`src/rtl/conv_accumulator_if.sv`:
```
// Product-in / result-out handshake bundle for conv_accumulator.
// slave = accumulator side, master = multiplier/writeback side.
interface conv_accumulator_if #(
    parameter int TAPS   = 9,
    parameter int PROD_W = 14,
    parameter int ACC_W  = 16
);
    localparam int CNT_W = $clog2(TAPS);

    logic signed [PROD_W-1:0] product;
    logic                     p_valid;
    logic                     in_ready;
    logic                     acc_clr;
    logic signed [ACC_W-1:0]  sum_out;
    logic                     sum_valid;
    logic                     sum_ready;
    logic [CNT_W-1:0]         tap_cnt;

    modport slave (
        input  product, p_valid, acc_clr, sum_ready,
        output in_ready, sum_out, sum_valid, tap_cnt
    );

    modport master (
        output product, p_valid, acc_clr, sum_ready,
        input  in_ready, sum_out, sum_valid, tap_cnt
    );
endinterface

```
`src/rtl/conv_accumulator.sv`:
```
// Sums TAPS signed products per output pixel behind a registered valid/ready result stage.
// Optional CONV_ACC_CLAMP_EN clamps the loaded result to the 8-bit pixel range [0,255].
module conv_accumulator #(
    parameter int TAPS   = 9,
    parameter int PROD_W = 14,
    parameter int ACC_W  = 16
) (
    input  logic                clk,
    input  logic                rst,
    conv_accumulator_if.slave   bus
);
    localparam int CNT_W = $clog2(TAPS);
    localparam logic [CNT_W-1:0] LAST_TAP = CNT_W'(TAPS - 1);

    typedef enum logic {IDLE, ACCUM} state_t;

    state_t                  state_q, state_d;
    logic signed [ACC_W-1:0] acc_q, acc_d;
    logic [CNT_W-1:0]        tap_cnt_q, tap_cnt_d;
    logic signed [ACC_W-1:0] sum_out_q, sum_out_d;
    logic                    sum_valid_q, sum_valid_d;

    logic                    in_ready;
    logic                    beat;
    logic                    final_beat;
    logic signed [ACC_W-1:0] prod_ext;
    logic signed [ACC_W-1:0] sum_nx;
    logic signed [ACC_W-1:0] result;

    assign in_ready   = !bus.acc_clr && (!sum_valid_q || bus.sum_ready);
    assign beat       = bus.p_valid && in_ready;
    assign final_beat = beat && (state_q == ACCUM) && (tap_cnt_q == LAST_TAP);
    assign prod_ext   = ACC_W'(bus.product);
    assign sum_nx     = acc_q + prod_ext;

`ifdef CONV_ACC_CLAMP_EN
    localparam logic signed [ACC_W-1:0] PIX_MAX = ACC_W'(255);
    always_comb begin
        result = sum_nx;
        if (sum_nx[ACC_W-1])
            result = '0;
        else if (sum_nx > PIX_MAX)
            result = PIX_MAX;
    end
`else
    assign result = sum_nx;
`endif

    always_comb begin
        state_d     = state_q;
        acc_d       = acc_q;
        tap_cnt_d   = tap_cnt_q;
        sum_out_d   = sum_out_q;
        sum_valid_d = sum_valid_q;

        if (sum_valid_q && bus.sum_ready)
            sum_valid_d = 1'b0;

        // acc_clr forces in_ready low, so no beat can race the abort
        if (bus.acc_clr) begin
            state_d   = IDLE;
            acc_d     = '0;
            tap_cnt_d = '0;
        end else if (final_beat) begin
            state_d     = IDLE;
            acc_d       = '0;
            tap_cnt_d   = '0;
            sum_out_d   = result;
            sum_valid_d = 1'b1;
        end else if (beat) begin
            state_d   = ACCUM;
            acc_d     = sum_nx;
            tap_cnt_d = tap_cnt_q + CNT_W'(1);
        end
    end

    always_ff @(posedge clk) begin
        if (rst) begin
            state_q     <= IDLE;
            acc_q       <= '0;
            tap_cnt_q   <= '0;
            sum_out_q   <= '0;
            sum_valid_q <= 1'b0;
        end else begin
            state_q     <= state_d;
            acc_q       <= acc_d;
            tap_cnt_q   <= tap_cnt_d;
            sum_out_q   <= sum_out_d;
            sum_valid_q <= sum_valid_d;
        end
    end

    assign bus.in_ready  = in_ready;
    assign bus.sum_out   = sum_out_q;
    assign bus.sum_valid = sum_valid_q;
    assign bus.tap_cnt   = tap_cnt_q;
endmodule

```
`src/flat_wrapper.sv`:
```
// flat-port wrapper written by rule: the top's interface ports become plain ports
module conv_accumulator_flat 
#(
    parameter int TAPS   = 9,
    parameter int PROD_W = 14,
    parameter int ACC_W  = 16
)
  (clk, rst, bus_product, bus_p_valid, bus_acc_clr, bus_sum_ready, bus_in_ready, bus_sum_out, bus_sum_valid, bus_tap_cnt);
  conv_accumulator_if #(.TAPS(TAPS), .PROD_W(PROD_W), .ACC_W(ACC_W)) bus_i ();
  input  logic clk;
  input  logic rst;
  input wire logic [$bits(bus_i.product)-1:0] bus_product;
  input wire logic [$bits(bus_i.p_valid)-1:0] bus_p_valid;
  input wire logic [$bits(bus_i.acc_clr)-1:0] bus_acc_clr;
  input wire logic [$bits(bus_i.sum_ready)-1:0] bus_sum_ready;
  output wire logic [$bits(bus_i.in_ready)-1:0] bus_in_ready;
  output wire logic [$bits(bus_i.sum_out)-1:0] bus_sum_out;
  output wire logic [$bits(bus_i.sum_valid)-1:0] bus_sum_valid;
  output wire logic [$bits(bus_i.tap_cnt)-1:0] bus_tap_cnt;
  assign bus_i.product = bus_product;
  assign bus_i.p_valid = bus_p_valid;
  assign bus_i.acc_clr = bus_acc_clr;
  assign bus_i.sum_ready = bus_sum_ready;
  assign bus_in_ready = bus_i.in_ready;
  assign bus_sum_out = bus_i.sum_out;
  assign bus_sum_valid = bus_i.sum_valid;
  assign bus_tap_cnt = bus_i.tap_cnt;
  conv_accumulator #(.TAPS(TAPS), .PROD_W(PROD_W), .ACC_W(ACC_W)) u_core (.clk(clk), .rst(rst), .bus(bus_i));
endmodule
```
`config.mk`:
```
export PLATFORM = sky130hd
export DESIGN_NAME = conv_accumulator_flat
export DESIGN_NICKNAME = d
export VERILOG_FILES = /design/src/rtl/conv_accumulator_if.sv /design/src/rtl/conv_accumulator.sv /design/src/flat_wrapper.sv
export SDC_FILE = /design/constraint.sdc
export NUM_CORES = 1
export LEC_CHECK = 0
export CELL_PAD_IN_SITES_DETAIL_PLACEMENT = 1
export CELL_PAD_IN_SITES_GLOBAL_PLACEMENT = 1
export CORE_MARGIN = 2
export CORE_UTILIZATION = 38
export DETAILED_ROUTE_END_ITERATION = 10
export PLACE_DENSITY = 0.81
export SYNTH_ARGS = -nofsm -noshare
export SYNTH_HDL_FRONTEND = slang
export SYNTH_SLANG_ARGS = --single-unit
```
`constraint.sdc`:
```
create_clock -name clk -period 3.5 [get_ports clk]
set_clock_uncertainty 0.1 [all_clocks]
set_input_delay 0.875 -clock clk [delete_from_list [all_inputs] [get_ports clk]]
set_output_delay 0.875 -clock clk [all_outputs]
set_load 0.1 [all_outputs]
```
; Word-level counts from Yosys, hierarchy flattened
; Index checks and enable logic that the tools add are counted.
[word_totals]
inputBits = 19
out_inout_bits = 22
mem_bits_ro = 0
latchBits = 0
regBits = 38
n_memories = 0
ramBits = 0
word_cells = 22
[classes]
shifts = 0
n_bitwise = 1
magnitude_cmp = 0
add_sub_neg = 2
mux = 3
div_mod_pow = 0
reduce_logical = 10
eq_ne = 1
n_mul = 0
[op_table]
columns = operator, count
row1 = $add A16 B14 Y16, 1
row2 = $logic_and A1 B1 Y1, 5
row3 = $add A4 B1 Y4 const B, 1
row4 = $eq A4 B4 Y1 const B, 1
row5 = $mux W1, 3
row6 = $reduce_or A3 Y1, 1
row7 = $logic_not A1 Y1, 2
row8 = $reduce_and A2 Y1, 1
row9 = $logic_or A1 B1 Y1, 1
row10 = $not A1 Y1, 1

; Longest topological paths before layout
[logic_depth]
word_depth = 8
ltp_mapped = 9
mapped_depth_nobuf = 9

; Least setup slack after synthesis
; No wires, ideal clock.
[synth_timing]
kind = input -> register
from = input bus_sum_ready
to = register u_core.acc_q[10]
n_path_buf = 2
required_ns = 3.277
stages = 8
arrival_ns = 3.496
setup_slack_ns = -0.219
setup_time_ns = 0.123
cell_sequence = nand2b_1 -> nor2b_1 -> nand2_1 -> buf_2 -> nor2_1 -> or3_1 -> buf_2 -> o22ai_1
[synth_between]
elab_chain_len = 6
[synth_rtl]
columns = item, line_no
row1 = from (decl), flat_wrapper.sv:15  ; input wire logic [$bits(bus_i.sum_ready)-1:0] bus_sum_ready;
row2 = $logic_or A1 B1 Y1 (*), conv_accumulator.sv:30  ; assign in_ready = !bus.acc_clr && (!sum_valid_q || bus.sum_ready);
row3 = $logic_and A1 B1 Y1 (*), conv_accumulator.sv:30
row4 = named net bus_in_ready, flat_wrapper.sv:16  ; output wire logic [$bits(bus_i.in_ready)-1:0] bus_in_ready;
row5 = $logic_and A1 B1 Y1 (*), conv_accumulator.sv:31  ; assign beat = bus.p_valid && in_ready;
row6 = $logic_and A1 B1 Y1 (2 in a row), conv_accumulator.sv:32  ; assign final_beat = beat && (state_q == ACCUM) && (tap_cnt_q == LAST_TAP);
row7 = $reduce_or A3 Y1 (no source line), -
row8 = to (signal assigned), conv_accumulator.sv:80  ; acc_q <= '0;
row9 = to (signal assigned), conv_accumulator.sv:86  ; acc_q <= acc_d;
row10 = to (decl), conv_accumulator.sv:18  ; logic signed [ACC_W-1:0] acc_q, acc_d;
; The timed path passes the listed nets; every way through them passes the cells marked *.
; A chain may end at the register's enable or synchronous reset.

; Worst setup path in the final report
[layout_timing]
from = input bus_product[0]
to = register u_core.sum_out_q[12], in the netlist u_core.bus.sum_out[12]
[layout_between]
elab_chain_len = 1
[layout_rtl]
columns = item, line_no
row1 = from (decl), flat_wrapper.sv:12  ; input wire logic [$bits(bus_i.product)-1:0] bus_product;
row2 = $add A16 B14 Y16, conv_accumulator.sv:34  ; assign sum_nx = acc_q + prod_ext;
row3 = to (signal assigned), conv_accumulator.sv:88  ; sum_out_q <= sum_out_d;
row4 = to (decl), conv_accumulator.sv:20  ; logic signed [ACC_W-1:0] sum_out_q, sum_out_d;
; Every way passes these cells.

==> impl_metrics.csv <==
group,metric,value,unit
power,power.leakage,1.07,nW
layout,final_common_cell,"nand2_1",
layout,design_area,2590,µm²
setup_path,cpPeakStageDelay,420,ps
sta,slew_viol_final,0,
status,status,"completed",
sta,whs,358,ps
clocking,path_clk_slew,70,ps
routing,drtPass1Iterations,4,
setup_path,worstPathCellList,"clkdlybuf4s50_1 > ha_1 > fa_1 > a21o_1 > a21oi_1 > o21a_1 > o21ai_0 > o31ai_1 > xor2_1 > a211oi_1",
die,die_h,77.3,µm
setup_path,cpMaxStageDelayCell,"clkdlybuf4s50_1",
die,coreArea,5140,µm²
sta,rsz0062_at_grt,"no",
place,io_buffer_count,40,
layout,num_antenna_cells,0,
routing,dr_total_vias,1904,
layout,final_cell_mix,"nand2_1 (50), dfxtp_1 (38), a21oi_1 (32)",
yosys,synth_top_family_by_area,"simple AND/OR/NAND/NOR gates",
routing,avgViaCountPerCell,5.25,
routing,drc,0,
die,die_w,77.3,µm
yosys,synth_edf_count,0,
sta,tightest_slew,353,ps
setup_path,startpoint_type,"input port",
layout,area_growth,27.1,%
grt,grt_usage,20.2,%
yosys,yosys.area_share.simple,21.3,%
yosys,ys_seq_elements,38,
sta,finalHoldViolCount,0,
yosys,synth_xor_area_share,7.61,%
yosys,yosys_warnings,0,
die,dieArea,5970,µm²
layout,multi_input_area,1230,µm²
grt,grt_first_pass_wirelength,9530,µm
layout,post-route-util,50.4,%
clocking,cts_made_buffers,5,
place,placed_cell_area,2510,µm²
clocking,root_buffer,"clkbuf_8",
routing,drt_iter0_drc,52,
sta,setup_ws,239,ps
grt,grt_pass1_vias,2068,
routing,routedWlPerCell,15.4,µm
grt,overflow,0,
setup_path,criticalPathCategory,"in2reg",
setup_path,critPathCaptureType,"flip-flop",
sta,setup_viol,0,
setup_path,cpLargestDelayFamily,"compound AO/OA/AOI/OAI gates",
yosys,synth_ff_type,"dfxtp_1",
place,hpwlAfterDp,4180,µm
clocking,clk_latency,290,ps
routing,wl,5610,µm
yosys,syn_area_per_cell,8.19,µm²
clocking,cts_num_sinks,38,
sta,layout_min_cycle_time,3260,ps
sta,period_share,93.2,%
power,ir_drop,166,µV
min_path,hold_depth,2,
clocking,cts_tree,"built",
grt,grt_max_degree,22,
die,initial_core_util,39.7,%
layout,drive_gt1_share,14.3,%
flow_run,cap_viol_max_count,0,
yosys,syn_area,2040,µm²
yosys,ys_seq_area_share,37.3,%
power,p_total,885,µW
layout,final_cell_count_no_fill,363,
setup_path,critPathRequiredTime,3610,ps
yosys,synth_compound_area_share,19.8,%
setup_path,worstPathArrival,3370,ps
setup_path,rr_worst_depth,9,
sta,slew_headroom,76.5,%
yosys,synth_fa_ha_area_share,11.4,%
place,pre_cts_ws,-71.3,ps
yosys,yosysUniqueCellTypes,36,
clocking,h-tree-depth,2,
setup_path,crit_fanout,3,
setup_path,crit_buf_inv,1,
setup_path,path_depth,10,
clocking,post_cts_resized,0,
min_path,min_path_type,"reg2reg",
sta,fin_setup_tns,0,ps
clocking,hold_buffers,0,
clocking,post_cts_buffers,0,
layout,register_area,761,µm²
layout,fillers,661,
yosys,synthArstFlopShare,0,%
grt,antenna_found_initial,0,
power,powerDensity,341,nW/µm²
routing,ant_nets,0,
place,dp.cells,357,
yosys,syn_nets,286,
yosys,muxShareOfSynthArea,0,%
yosys,syn_inst,249,
place,gp_congestion,0.866,
layout,nets,331,
clocking,clockBufferDepth,2,
die,ios,41,
sta,fmax,307,MHz
die,num_rows,26,
[sequential cells by signal, indices dropped and copies added (netlist names)]
signal	count
u_core.acc_q	16
u_core.bus.tap_cnt	4
u_core.bus.sum_out	16
u_core.state_q	1
u_core.bus.sum_valid	1
[logic make-up (layout without fill, tap and decap cells)]
family                     after synthesis  after routing
buffers and inverters                   13             57
DFF                                     38             38
adders and majority gates               18             18
and+or+nand+nor                         96             96
AOI/OAI and AO/OA                       68             68
xor gates and xnor gates                16             16
[per-layer routing]
metal | GRT usage, % | wire length (µm) | vias up
met5 | 0 | 0 | -
met4 | 7.86 | 91 | 0
met3 | 4.47 | 191 | 10
met2 | 36.1 | 2740 | 32
met1 | 23.3 | 2590 | 904
li1 | - | - | 958
[area by class of cell]
cell class / instances / area share, %
clock buffer: 6 / 3.19
timing repair buffer: 49 / 16.4
sequential: 38 / 29.3
tap: 70 / 3.38
multi-input combinational: 198 / 47.4
inverter: 2 / 0.290
[tightest hold or removal path: stages (launching register included)]
cell     delay (ps)
dfxtp_1         310
nand2_1          50
a21oi_1          50
[Yosys cell counts (5+ instances only)]
| master | count | share of area, % |
|---|---|---|
| xnor2_1 | 8 | 3.4 |
| nor2_1 | 16 | 2.9 |
| a21o_1 | 7 | 2.6 |
| ha_1 | 17 | 10 |
| o21ai_0 | 11 | 2.7 |
| xor2_1 | 7 | 3.0 |
| nand2_1 | 50 | 9.2 |
| dfxtp_1 | 38 | 37 |
| clkbuf_1 | 7 | 1.3 |
| nand3_1 | 6 | 1.5 |
| a211oi_1 | 5 | 1.8 |
| a21oi_1 | 32 | 7.9 |
[path summary, 6_finish.rpt]
path / start / slack, ps / to
worst min-delay path: u_core.bus.sum_out[3]$_SDFFE_PP0P_ / 360 / u_core.bus.sum_out[3]$_SDFFE_PP0P_
worst max register to register: u_core.acc_q[0]$_SDFFE_PP0N_ / 950 / u_core.bus.sum_out[12]$_SDFFE_PP0P_
worst min register to register: u_core.bus.sum_out[3]$_SDFFE_PP0P_ / 360 / u_core.bus.sum_out[3]$_SDFFE_PP0P_
worst max-delay path: bus_product[0] / 240 / u_core.bus.sum_out[12]$_SDFFE_PP0P_
[report_power, final]
part / switching [mW] / internal (mW)
registers: 0.00382 / 0.438
clock network: 0.151 / 0.152
logic: 0.0774 / 0.0620
Power figures use the tool's default switching activity.
